## config.mk

```make
export PLATFORM = sky130hd
export DESIGN_NAME = systolic_pe
export DESIGN_NICKNAME = d
export VERILOG_FILES = /design/src/rtl/systolic_pe.sv
export SDC_FILE = /design/constraint.sdc
export NUM_CORES = 1
export LEC_CHECK = 0
export CORE_ASPECT_RATIO = 1.25
export CORE_UTILIZATION = 57
export CTS_BUF_LIST = sky130_fd_sc_hd__clkbuf_4
export DETAILED_ROUTE_END_ITERATION = 7
export HOLD_SLACK_MARGIN = 0.06
export PLACE_DENSITY = 0.81
export SETUP_SLACK_MARGIN = 0.4
export SYNTH_ARGS = -nofsm -noshare
export SYNTH_HDL_FRONTEND = slang
export SYNTH_SLANG_ARGS = --single-unit
```

## constraint.sdc

```tcl
create_clock -name clk -period 7.1 [get_ports clk]
set_input_delay 1.775 -clock clk [delete_from_list [all_inputs] [get_ports clk]]
set_output_delay 1.775 -clock clk [all_outputs]
set_load 0.01 [all_outputs]
```

## src/rtl/systolic_pe.sv

```systemverilog
// Weight-stationary systolic MAC cell: z_out = z_in + x_in*w in Q(DW-FW).FW,
// two-stage pipeline with double-buffered weight and sticky overflow flag.
module systolic_pe #(
    parameter int DW  = 16,
    parameter int FW  = 10,
    parameter int SAT = 1,
    parameter int RND = 0
) (
    input  logic                 clk,
    input  logic                 rst,
    input  logic signed [DW-1:0] w_in,
    input  logic                 w_load,
    input  logic                 w_commit,
    input  logic                 x_valid_in,
    input  logic signed [DW-1:0] x_in,
    input  logic signed [DW-1:0] z_in,
    input  logic                 ovf_clr,
    output logic                 x_valid_out,
    output logic signed [DW-1:0] x_out,
    output logic                 z_valid_out,
    output logic signed [DW-1:0] z_out,
    output logic                 ovf
);

    localparam int PW = 2*DW + 1;
    localparam int SW = 2*DW + 2;
    localparam int RSH = (FW > 0) ? FW - 1 : 0;
    localparam logic signed [PW-1:0] RND_C =
        (RND != 0 && FW > 0) ? (PW'(1) << RSH) : PW'(0);
    localparam logic signed [SW-1:0] S_MAX = {{(SW-DW+1){1'b0}}, {(DW-1){1'b1}}};
    localparam logic signed [SW-1:0] S_MIN = {{(SW-DW+1){1'b1}}, {(DW-1){1'b0}}};
    localparam logic signed [DW-1:0] Z_MAX = {1'b0, {(DW-1){1'b1}}};
    localparam logic signed [DW-1:0] Z_MIN = {1'b1, {(DW-1){1'b0}}};

    logic signed [DW-1:0]   w_shadow;
    logic signed [DW-1:0]   w_active;
    logic signed [DW-1:0]   z_d;
    logic signed [2*DW-1:0] prod;
    logic signed [2*DW-1:0] mul;
    logic                   s1_valid;
    logic signed [PW-1:0]   p_rnd;
    logic signed [PW-1:0]   p;
    logic signed [SW-1:0]   s;
    logic                   hi;
    logic                   lo;
    logic signed [DW-1:0]   res;

    assign mul   = (2*DW)'(x_in) * (2*DW)'(w_active);
    assign p_rnd = PW'(prod) + RND_C;
    assign p     = p_rnd >>> FW;
    // Sum carried at full width so the range test sees the true value.
    assign s     = SW'(z_d) + SW'(p);
    assign hi    = s > S_MAX;
    assign lo    = s < S_MIN;

    always_comb begin
        res = s[DW-1:0];
        if (SAT != 0) begin
            if (hi)
                res = Z_MAX;
            else if (lo)
                res = Z_MIN;
        end
    end

    always_ff @(posedge clk) begin
        if (rst) begin
            w_shadow    <= '0;
            w_active    <= '0;
            x_out       <= '0;
            x_valid_out <= 1'b0;
            prod        <= '0;
            z_d         <= '0;
            s1_valid    <= 1'b0;
            z_out       <= '0;
            z_valid_out <= 1'b0;
            ovf         <= 1'b0;
        end else begin
            if (w_load)
                w_shadow <= w_in;
            // Same-cycle load+commit bypasses the shadow straight into active.
            if (w_commit)
                w_active <= w_load ? w_in : w_shadow;

            x_valid_out <= x_valid_in;
            s1_valid    <= x_valid_in;
            if (x_valid_in) begin
                x_out <= x_in;
                prod  <= mul;
                z_d   <= z_in;
            end

            z_valid_out <= s1_valid;
            if (s1_valid)
                z_out <= res;

            if (s1_valid && (hi || lo))
                ovf <= 1'b1;
            else if (ovf_clr)
                ovf <= 1'b0;
        end
    end

endmodule
```

==> flow_metrics.tcl, run 1 <==
set metrics [dict create \
    synth_edf_count 0 \
    layout_setup_ws_ns -0.192 \
    drive_gt1_share_pct 19.6 \
    avgRoutedWirePerCell_um 20.0 \
    maxCapViolations 0 \
    ys_seq_elements 105 \
    cts_buffer_depth 2 \
    grt_pass1_wl_um 66700 \
    violations "setup timing" \
    hold_viol_final 0 \
    critical-path-max-stage-delay_ns 0.53 \
    reg2regPathDepth 22 \
    multi_input_area_mm2 0.0116 \
    finalWirelength_um 42700 \
    synthCells 1587 \
    numCtsBuffers 9 \
    ant_nets 0 \
    cts_sinks 105 \
    cts.reportedPaths.clkPinSlew_ns 0.18 \
    worstPathRequired_ns 7.48 \
    drc 0 \
    worst_pin_slew_ns 1.08 \
    crit_path_end "prod[29]$_SDFFE_PP0P_" \
    path_class "input port to flop" \
    cp_cell_sequence "buf_6, buf_6, buf_6, and2_4, fa_2, fa_1, inv_2, fa_1, inv_2, fa_1, fa_1, inv_1, fa_1, inv_2, ha_4, a211o_1, or3b_1, o22ai_2, o21ba_4, a21oi_4, buf_6, o31ai_4, a2111oi_2, a311o_1" \
    period_share_pct 103 \
    path_max_fanout 4 \
    synthDistinctLibCells 70 \
    r2r_setup_slack_ns 0.34 \
    nets 2220 \
    synth_area_per_cell_um2 9.14 \
    nFillCells 1622 \
    via_per_inst 5.75 \
    drtPass1Iterations 7 \
    htreeDepth 3 \
    die-area_mm2 0.0261 \
    critPathTopFamily "adder cells" \
    max_freq_mhz 137 \
    port_buffers 88 \
    rows 64 \
    slew_headroom_pct 27.9 \
    place_area_mm2 0.0168 \
    hold_buffers 0 \
    yosys_warnings 0 \
    skew_ns 0.0346 \
    min_period_ns 7.29 \
    outcome "complete, but fails checks" \
    synthToLayoutAreaGrowth_pct 23.1 \
    synth_top_cells_by_area "fa_1 (36%), dfxtp_1 (14%), ha_1 (8.7%)" \
    setup_viol_count_final 8 \
    hold_path.class "flop to flop" \
    cts_root_buf "clkbuf_4" \
    synth-async-reset-ratio_pct 0 \
    synth_common_cells "inv_1 (296), fa_1 (262), nand2_1 (142)" \
    endpoint_kind "flop" \
    hpwl_um 30800 \
    irDropWorstVdd_uv 366 \
    grt_overflow_total 0 \
    die_w_um 145 \
    ff_latch_area_mm2 0.00210 \
    r2r-start "w_active[9]$_SDFFE_PP0P_" \
    r2r_end "prod[29]$_SDFFE_PP0P_" \
    cpMostUsedCell "fa_1" \
    start_util_pct 58.6 \
    startpoint "x_in[13]" \
    synth_most_common_cell "inv_1" \
    io_pins 89 \
    cp_slowest_cell "fa_1" \
    hp-start "prod[28]$_SDFFE_PP0P_" \
    grt_pass1_vias 13300 \
    grtUsageTotal_pct 33.0 \
    pwr_density_cell_mw_per_mm2 384 \
    syn_area_mm2 0.0145 \
    worst-path-buf-inv 8 \
    cts_tree "done" \
    grt_max_degree 76 \
    arrival_ns 7.67 \
    synth_top_area_share_pct 36.2 \
    synth_top_cell_by_area "fa_1" \
    tns_ns -0.710 \
    dieHeight_um 180 \
    p_leak_nw 8.74 \
    globalplace.congestion 0.957 \
    final_cell_area_mm2 0.0179 \
    vias 12300 \
    worstSetupPathDepth 24 \
    core_mm2 0.0247 \
    synth_nets 2004 \
    worst_setup_path_start_kind "input port" \
    drt_iter0_drc 883 \
    insertion_delay_ns 0.48 \
    total_power_mw 6.86 \
    synth-seq-area-share_pct 14.5 \
    synth_ff_type "dfxtp_1" \
    antenna_found_initial 1 \
    maxSlewViolCount 0 \
    rsz0062_at_grt "true" \
]
## how the worst min path moves through the flow
stage	cells after the start	slack [ns]	endpoint
after floorplan	2	0.44	prod[28]$_SDFFE_PP0P_
after global placement	2	0.46	ovf$_SDFFE_PP0P_
after detailed placement	2	0.47	prod[28]$_SDFFE_PP0P_
after CTS	2	0.49	prod[28]$_SDFFE_PP0P_
after global routing	2	0.52	z_out[2]$_SDFFE_PP0P_
final	2	0.49	prod[28]$_SDFFE_PP0P_
## through the flow
| stage | instances | utilization (%) | setup WS (ns) | hold slack (ns) |
|---|---|---|---|---|
| global placement | 2070 | 67.8 | -0.805 | 0.458 |
| detailed placement | 2070 | 67.8 | -0.959 | 0.468 |
| floorplan | 1587 | - | -0.124 | 0.445 |
| global route | 2139 | 72.2 | -0.295 | 0.521 |
| CTS | 2121 | 70.6 | -0.0258 | 0.493 |
| finish | 2139 | 72.2 | -0.192 | 0.495 |
## what timing repair did
item / 4_1_cts / 5_1_grt
buffers inserted: 32 / 17
hold endpoints to repair: 0 / 0
pin swaps: 96 / 102
gates resized for setup: 141 / 64
endpoints found under the setup margin: 22 / 22
gates cloned: 3 / 0
## area by class of cell
cell class	instances	area share, %
diodes	1	0.0140
clock buffers	9	0.378
clock inverters	7	0.463
inverters	296	6.22
multi-input cells	1117	65.1
flip-flops and latches	105	11.8
well taps	330	2.31
repair buffers	274	13.7
## cells by family after synthesis
logic type / Yosys count / synth area share, %
fa+ha+maj: 363 / 44.9
simple gates: 471 / 15.7
flops: 105 / 14.5
mux: 60 / 4.14
xor+xnor: 38 / 2.29
buf+inv: 365 / 9.63
compound gates: 185 / 8.87
## where the power goes
group	switching, mW	internal (mW)	leakage, nW
Sequential	0.0866	0.674	0.868
Clock	0.230	0.0858	0.0776
Combinational	3.03	2.75	7.79
Total	3.35	3.51	8.74
## cells in the final DEF, fill, tap and decap left out, types with 15 or more instances in the layout
cell type / count
nor2_1: 127
fa_2: 19
a21oi_1: 28
buf_4: 149
mux2i_1: 60
ha_1: 88
nand3_1: 15
and2_4: 15
clkdlybuf4s50_1: 70
and2_1: 110
nand2_1: 125
inv_1: 283
a211oi_1: 36
dfxtp_1: 105
buf_6: 31
xnor2_1: 19
o21ai_0: 25
fa_1: 243
## layer usage
layer | up-vias | track usage, % | part of all wire, %
li1 | 5391 | - | -
met1 | 6076 | 39.8 | 36
met2 | 626 | 55.4 | 50
met3 | 207 | 5.77 | 7.0
met4 | 0 | 18.0 | 6.9
met5 | - | 0 | 0
## worst min-delay path, cell delays in order, from the launching register on
cell	delay [ns]
dfxtp_1	0.36
nand2_1	0.06
a21oi_1	0.05
## sequential cells by signal, summed over array words and instances, names as in the netlist
| register | cells |
|---|---|
| w_active | 16 |
| z_d | 16 |
| z_valid_out | 1 |
| prod | 22 |
| z_out | 16 |
| x_out | 16 |
| w_shadow | 16 |
| s1_valid | 1 |
| ovf | 1 |
Power figures use the tool's default switching activity.
==> run 2: changes to the inputs <==
CTS_CLUSTER_SIZE = 24   (was not set)
==> results of run 2 <==
Final layout, timing and power as in run 1 (identical DEF).
